<file path="src/rtl/ram_port_arbiter.sv">
// rtl/ram_port_arbiter.sv - two-requester round-robin arbiter for the 16x8 lab RAM
// Adds tagged read returns and a clear sweep that zeroes bits [1:0] of every word.
module ram_port_arbiter #(
    parameter int AW     = 4,
    parameter int DW     = 8,
    parameter int WW     = 2,
    parameter int RD_LAT = 2
) (
    input  logic          clk,
    input  logic          rst,
    input  logic          req0,
    input  logic          wr0,
    input  logic [AW-1:0] addr0,
    input  logic [WW-1:0] wdata0,
    output logic          gnt0,
    output logic          rvalid0,
    input  logic          req1,
    input  logic          wr1,
    input  logic [AW-1:0] addr1,
    input  logic [WW-1:0] wdata1,
    output logic          gnt1,
    output logic          rvalid1,
    output logic [DW-1:0] rdata,
    input  logic          clr_start,
    output logic          clr_busy,
    output logic          ram_we,
    output logic [AW-1:0] ram_inaddr,
    output logic [AW-1:0] ram_outaddr,
    output logic [WW-1:0] ram_din,
    input  logic [DW-1:0] ram_dout
);
    localparam int DEPTH = 2 ** AW;
    localparam int NSTG  = RD_LAT + 1;

    typedef enum logic {RUN, CLEAR} state_t;

    state_t        state, state_nx;
    logic [AW-1:0] cnt, cnt_nx;
    logic          prio, prio_nx;
    logic          grant0, grant1;
    logic          clr_we;
    logic          grant_wr, grant_rd;
    logic [AW-1:0] sel_addr;
    logic [WW-1:0] sel_wdata;

    // tag_* travels with ram_outaddr; pipe_* covers the RAM's read latency
    logic            tag_v, tag_id;
    logic [NSTG-1:0] pipe_v, pipe_id;

    always_comb begin
        state_nx  = state;
        cnt_nx    = cnt;
        prio_nx   = prio;
        grant0    = 1'b0;
        grant1    = 1'b0;
        clr_we    = 1'b0;
        case (state)
            RUN: begin
                if (clr_start) begin
                    // cnt idles at 0, so the entry edge already issues address 0
                    state_nx = CLEAR;
                    clr_we   = 1'b1;
                    cnt_nx   = cnt + 1'b1;
                end else begin
                    grant0 = req0 && (!req1 || !prio);
                    grant1 = req1 && (!req0 || prio);
                    if (grant0) prio_nx = 1'b1;
                    if (grant1) prio_nx = 1'b0;
                end
            end
            CLEAR: begin
                clr_we = 1'b1;
                cnt_nx = cnt + 1'b1;
                if (cnt == AW'(DEPTH - 1)) state_nx = RUN;
            end
            default: state_nx = RUN;
        endcase
        sel_addr  = grant1 ? addr1 : addr0;
        sel_wdata = grant1 ? wdata1 : wdata0;
        grant_wr  = (grant0 && wr0) || (grant1 && wr1);
        grant_rd  = (grant0 && !wr0) || (grant1 && !wr1);
    end

    always_ff @(posedge clk or posedge rst) begin
        if (rst) begin
            state       <= RUN;
            cnt         <= '0;
            prio        <= 1'b0;
            gnt0        <= 1'b0;
            gnt1        <= 1'b0;
            clr_busy    <= 1'b0;
            ram_we      <= 1'b0;
            ram_inaddr  <= '0;
            ram_outaddr <= '0;
            ram_din     <= '0;
        end else begin
            state    <= state_nx;
            cnt      <= cnt_nx;
            prio     <= prio_nx;
            gnt0     <= grant0;
            gnt1     <= grant1;
            clr_busy <= clr_we;
            ram_we   <= clr_we || grant_wr;
            if (clr_we) begin
                ram_inaddr <= cnt;
                ram_din    <= '0;
            end else if (grant_wr) begin
                ram_inaddr <= sel_addr;
                ram_din    <= sel_wdata;
            end
            if (grant_rd) ram_outaddr <= sel_addr;
        end
    end

    always_ff @(posedge clk or posedge rst) begin
        if (rst) begin
            tag_v   <= 1'b0;
            tag_id  <= 1'b0;
            pipe_v  <= '0;
            pipe_id <= '0;
            rvalid0 <= 1'b0;
            rvalid1 <= 1'b0;
            rdata   <= '0;
        end else begin
            tag_v   <= grant_rd;
            tag_id  <= grant1;
            pipe_v  <= {pipe_v[NSTG-2:0], tag_v};
            pipe_id <= {pipe_id[NSTG-2:0], tag_id};
            rvalid0 <= pipe_v[NSTG-1] && !pipe_id[NSTG-1];
            rvalid1 <= pipe_v[NSTG-1] && pipe_id[NSTG-1];
            if (pipe_v[NSTG-1]) rdata <= ram_dout;
        end
    end
endmodule

</file>
<file path="config.mk">
export PLATFORM = sky130hd
export DESIGN_NAME = ram_port_arbiter
export DESIGN_NICKNAME = d
export VERILOG_FILES = /design/src/rtl/ram_port_arbiter.sv
export SDC_FILE = /design/constraint.sdc
export NUM_CORES = 1
export LEC_CHECK = 0
export CAP_MARGIN = 20
export CELL_PAD_IN_SITES_DETAIL_PLACEMENT = 1
export CELL_PAD_IN_SITES_GLOBAL_PLACEMENT = 2
export CORE_ASPECT_RATIO = 1.1
export CORE_UTILIZATION = 31
export DETAILED_ROUTE_END_ITERATION = 10
export PLACE_DENSITY_LB_ADDON = 0.1
export SLEW_MARGIN = 15
export SYNTH_ARGS = -nofsm -noshare
export SYNTH_HDL_FRONTEND = slang
export SYNTH_SLANG_ARGS = --single-unit
</file>
<file path="constraint.sdc">
create_clock -name clk -period 2.65 [get_ports clk]
set_input_delay 0.53 -clock clk [delete_from_list [all_inputs] [get_ports clk]]
set_output_delay 0.53 -clock clk [all_outputs]
set_load 0.02 [all_outputs]
</file>
==> impl_metrics.tcl, run 1 <==
set metrics [dict create \
    run_status "completed" \
    die_area_um2 5130 \
    initial_core_util_pct 32.3 \
    stdcell_area_um2 2140 \
    antenna_cells 0 \
    dr.pass1.iters 4 \
    layout_commonest_cell "clkdlybuf4s50_1" \
    p_total_mw 2.14 \
    gp_congestion 0.835 \
    dpl-instance-area_um2 2050 \
    path_class "in2reg" \
    ff_latch_area_um2 926 \
    fin_crit_sh_pct 75.3 \
    hold_class "reg2reg" \
    ant_nets 0 \
    cts-root-buf "clkbuf_8" \
    synth_mux_area_share_pct 10.5 \
    yosysWarnings 0 \
    die-width_um 68.4 \
    synth_compound_area_share_pct 13.6 \
    synth_xor_area_share_pct 1.75 \
    io_buffers 50 \
    cellLeakagePower_nw 0.901 \
    synth-simple-area-share_pct 8.16 \
    seq_area_frac_synth_pct 61.6 \
    cts_resized 0 \
    num_io_pins 51 \
    vias 1120 \
    post_cts_buffers 0 \
    critPathSlowestCell "clkdlybuf4s50_1" \
    cpPeakStageDelay_ns 0.69 \
    hold_viol 0 \
    fillers 500 \
    worst_pin_slew_ns 0.458 \
    cp-endpoint "ram_outaddr[2]" \
    fin_crit_ns 2.00 \
    synthAdderAreaFrac_pct 0.833 \
    rsz0062_at_grt "no" \
    drc_errors 0 \
    setup_viol 0 \
    synth.avg_cell_area_um2 13.0 \
    layout-drive-gt1-share_pct 17.1 \
    endpoint_kind "flip-flop" \
    vdd_drop_max_uv 422 \
    yosysUniqueCellTypes 30 \
    nNetsFinal 197 \
    rows 26 \
    cts_buffers 5 \
    multi_input_area_um2 523 \
    finalClockSkew_ns 0.00416 \
    reg2reg_from "prio" \
    grt_max_degree 38 \
    rrSetupSlack_ns 1.07 \
    crit_fanout 9 \
    drtIter0Drc 41 \
    netlist_instances 116 \
    worstPathCellList "clkdlybuf4s50_1 > inv_2 > o32ai_4 > a21oi_1 > a41oi_1" \
    most-common-layout-cells "clkdlybuf4s50_1 (50), dfrtp_1 (37), mux2_2 (13)" \
    cts_tree "built" \
    clock_path_buffers 2 \
    fmax_mhz 501 \
    worst_slew_margin_rel_pct 69.5 \
    drv_slew 0 \
    insertion_delay_ns 0.28 \
    start_kind "input port" \
    crit_required_ns 2.84 \
    cts_hold_buf 0 \
    fp.dieH_um 75.0 \
    dp_hpwl_mm 2.52 \
    wl_per_cell_um 15.0 \
    htree_levels 2 \
    synth_top_area_share_pct 61.6 \
    grt_usage_pct 15.6 \
    synth_top_family_by_area "compound AO/OA/AOI/OAI gates" \
    grt_pass1_wl_mm 5.78 \
    fin_util_pct 45.9 \
    clk_pin_slew_ns 0.07 \
    drv_cap 0 \
    grt-ovfl-total 0 \
    ys_seq_elements 37 \
    startpoint "req1" \
    power_density_nw_per_um2 1000 \
    antenna_found_initial 0 \
    cts_sinks 37 \
    coreArea_um2 4650 \
    reg2reg_depth 4 \
    r2r-end "ram_inaddr[1]" \
    synth.cell_area_um2 1500 \
    drt-total-wl_mm 3.40 \
    tns_ns 0 \
    arrival_ns 2.19 \
    area_growth_pct 42.1 \
    synthTopCellsByArea "dfrtp_1 (62%), mux2_2 (9.7%), a41oi_1 (2.9%), o21ai_0 (2.7%), a21oi_1 (2.0%)" \
    via_per_inst 4.96 \
    syn_nets 144 \
    synthDominantAreaCellType "dfrtp_1" \
    grt_pass1_vias 1141 \
]
flip-flops by register name, summed over array words and instances, names as in the netlist:
signal,count
rdata,8
cnt,4
ram_inaddr,4
ram_outaddr,4
pipe_id,3
pipe_v,3
ram_din,2
clr_busy,1
gnt0,1
prio,1
ram_we,1
rvalid0,1
rvalid1,1
state,1
tag_id,1
tag_v,1
kinds of logic after synthesis:
group                    count (synthesis)
flip-flops                              37
AO/OA/AOI/OAI                           26
AND/OR/NAND/NOR                         24
multiplexers                            14
buffers and inverters                   11
XOR/XNOR                                 3
adder cells (fa/ha/maj)                  1
metal layers:
metal	vias up	global-route usage [%]	wire, um
li1	515	-	-
met1	557	19.6	1450
met2	43	25.7	1690
met3	5	4.09	206
met4	0	5.56	56
met5	-	0	0
cell usage after synthesis:
cell type  number
buf_6           1
nand2_1         5
nor3_1          1
a31oi_1         4
nor2_1          5
a21oi_1         6
clkinv_1        1
nor2b_1         1
o32ai_4         1
a21bo_4         1
and2_1          1
nand3_1         6
nand3_2         1
o211ai_4        1
clkbuf_2        1
xnor2_1         3
nor2b_2         1
mux2_2         13
a41oi_1         5
o21ai_0         8
nand4_1         1
inv_2           1
buf_2           3
nor2_2          1
nand2b_1        1
ha_1            1
dfrtp_1        37
inv_1           3
clkbuf_1        1
mux2_1          1
layout make-up:
class,instances,share of cell area [%]
Sequential cell,37,43.4
Inverter,5,0.879
Multi-Input combinational cell,68,24.5
Timing Repair Buffer,52,24.1
Clock inverter,2,0.469
Tap cell,56,3.28
Clock buffer,6,3.40
where the power goes:
group | total [mW] | internal (mW) | switching, mW
Sequential | 0.883 | 0.753 | 0.130
Clock | 0.373 | 0.182 | 0.191
Combinational | 0.887 | 0.456 | 0.431
Total | 2.14 | 1.39 | 0.752
critical path, delay by kind of cell:
family / cells / cell delay [ns]
AO/OA/AOI/OAI: 3 / 0.78
buffers and inverters: 2 / 0.86
metrics by stage:
stage	hold slack (ns)	cells	worst slack [ns]
6_report	0.351	226	0.654
5_1_grt	0.359	226	0.516
4_1_cts	0.354	226	0.651
3_5_place_dp	0.337	218	0.341
3_3_place_gp	0.334	218	0.389
2_1_floorplan	0.331	116	1.06
worst min-delay path by stage:
stage                     cells after the start        from          to  slack (ns)
after global placement                        0   pipe_v[1]   pipe_v[2]        0.33
after floorplan                               0  pipe_id[0]  pipe_id[1]        0.33
after global routing                          0   pipe_v[0]   pipe_v[1]        0.36
final                                         0   pipe_v[0]   pipe_v[1]        0.35
after CTS                                     0   pipe_v[0]   pipe_v[1]        0.35
after detailed placement                      0   pipe_v[0]   pipe_v[1]        0.34
(Power assumes the default switching activity.)
==> run 2, diff against run 1 <==
--- a/config.mk
+++ b/config.mk
@@ -9,7 +9,7 @@
 export CELL_PAD_IN_SITES_DETAIL_PLACEMENT = 1
 export CELL_PAD_IN_SITES_GLOBAL_PLACEMENT = 2
 export CORE_ASPECT_RATIO = 1.1
-export CORE_UTILIZATION = 31
+export CORE_UTILIZATION = 28
 export DETAILED_ROUTE_END_ITERATION = 10
 export PLACE_DENSITY_LB_ADDON = 0.1
 export SLEW_MARGIN = 15
==> constraint.sdc (replaced) <==
create_clock -name clk -period 2 [get_ports clk]
set_input_delay 0.4 -clock clk [delete_from_list [all_inputs] [get_ports clk]]
set_output_delay 0.4 -clock clk [all_outputs]
set_load 0.02 [all_outputs]
==> run 2 against run 1 <==
Net effect: register-to-register slack got worse by 0.61 ns; largest cell class unchanged; total power rose by 46%; clock skew about the same; via count grew 0.89%; global-route usage shrank 1.5 points; worst setup slack worse by 0.35 ns; cell count is 8.8% higher; critical endpoint is now ram_inaddr[2]; clock power up 100%.
==> impl_metrics.tcl, run 2 (synthesis gave the netlist of run 1 again) <==
set metrics [dict create \
    run_status "completed" \
    area_growth_pct 50.5 \
    drv_cap 0 \
    reg2reg_depth 4 \
    drt-total-wl_mm 3.53 \
    whs_path_depth 0 \
    worst_slew_margin_rel_pct 69.1 \
    r2r-end "ram_inaddr[2]" \
    dr.pass1.iters 4 \
    nNetsFinal 201 \
    start_kind "input port" \
    worstPathCellList "clkdlybuf4s50_1 > a21bo_4 > o211ai_4 > mux2_2" \
    cts-root-buf "clkbuf_8" \
    min_from "pipe_id[1]" \
    path_class "in2reg" \
    rrSetupSlack_ns 0.46 \
    fmax_mhz 591 \
    finalClockSkew_ns 0.00405 \
    met3_usage_pct 3.17 \
    fp.dieH_um 78.8 \
    cts_buffers 5 \
    ant_nets 0 \
    reg2reg_from "prio" \
    busiest_layer "met2" \
    layout-drive-gt1-share_pct 19.5 \
    cts_hold_buf 0 \
    vias 1130 \
    fin_crit_ns 1.69 \
    power_density_nw_per_um2 1390 \
    gp_congestion 0.766 \
    crit_required_ns 2.17 \
    grt_max_degree 38 \
    htree_levels 2 \
    grt_use_met1_pct 16.9 \
    grtUsageMet2_pct 24.6 \
    hold-path-endpoint "pipe_id[2]" \
    die-width_um 71.9 \
    rows 27 \
    worst_pin_slew_ns 0.464 \
    insertion_delay_ns 0.28 \
    clk_pin_slew_ns 0.07 \
    cellLeakagePower_nw 0.951 \
    cts_sinks 37 \
    drc_errors 0 \
    hold_viol 0 \
    antenna_cells 0 \
    vdd_drop_max_uv 414 \
    setup_slack_ns 0.307 \
    grt-ovfl-total 0 \
    fin_util_pct 44.3 \
    endpoint_kind "flip-flop" \
    post_cts_buffers 0 \
    most-common-layout-cells "clkdlybuf4s50_1 (50), dfrtp_1 (37), mux2_2 (13)" \
    cts_resized 0 \
    layout_commonest_cell "clkdlybuf4s50_1" \
    dp_hpwl_mm 2.68 \
    grt_usage_pct 14.1 \
    grt_pass1_vias 1229 \
    largest_register_ffs 8 \
    critPathSlowestCell "clkdlybuf4s50_1" \
    grt_pass1_wl_mm 6.04 \
    initial_core_util_pct 29.5 \
    io_buffers 50 \
    dpl_worst_slack_ns 0.00281 \
    rsz0062_at_grt "no" \
    via_per_inst 4.59 \
    fin_crit_sh_pct 84.7 \
    setup_viol 0 \
    cpPeakStageDelay_ns 0.51 \
    drv_slew 0 \
    holdWs_ns 0.349 \
    crit_fanout 7 \
    drtIter0Drc 19 \
    clock_path_buffers 2 \
    p_total_mw 3.14 \
    regMostFlops "rdata" \
    hold_class "reg2reg" \
    cts_tree "built" \
    num_io_pins 51 \
    antenna_found_initial 0 \
    tns_ns 0 \
    arrival_ns 1.86 \
    wl_per_cell_um 14.3 \
    die_area_um2 5660 \
    coreArea_um2 5100 \
    fillers 538 \
]
==> run 2: metal layers <==
metal	wire, um	vias up
met2	1800	40
met1	1490	564
met4	52	0
met5	0	-
li1	-	522
met3	178	4
==> run 2: layout make-up <==
cell class	count	area [um2]	share of cell area, %
clock buffers	5	68.8	3.04
flip-flops and latches	37	926	40.9
inverters	5	18.8	0.830
multi-input cells	68	523	23.1
well taps	72	90.1	3.98
repair buffers	56	571	25.2
clock inverters	3	65.1	2.88
==> run 2: critical path, delay by kind of cell <==
kind / cells / cell delay, ns
mux: 1 / 0.38
compound gates: 2 / 0.58
buf+inv: 1 / 0.51
==> run 2: worst max path at each step <==
stage / startpoint / endpoint / slack (ns)
after floorplan: req1 / ram_din[0] / 0.54
after global placement: req1 / ram_din[0] / 0.06
after detailed placement: req1 / ram_inaddr[2] / 0.003
after CTS: req1 / ram_inaddr[2] / 0.30
after global routing: req1 / ram_inaddr[2] / 0.25
final: req1 / ram_inaddr[2] / 0.31
==> run 2: where the power goes <==
part / total, mW / switching, mW / internal, mW
combinational: 1.21 / 0.575 / 0.636
clock: 0.760 / 0.265 / 0.495
sequential: 1.17 / 0.170 / 0.998
total: 3.14 / 1.01 / 2.13
==> run 2: through the flow <==
stage               instances  instance area, um2
floorplan                 116                1500
global placement          238                2130
detailed placement        238                2130
CTS                       246                2260
global route              246                2260
finish                    246                2260
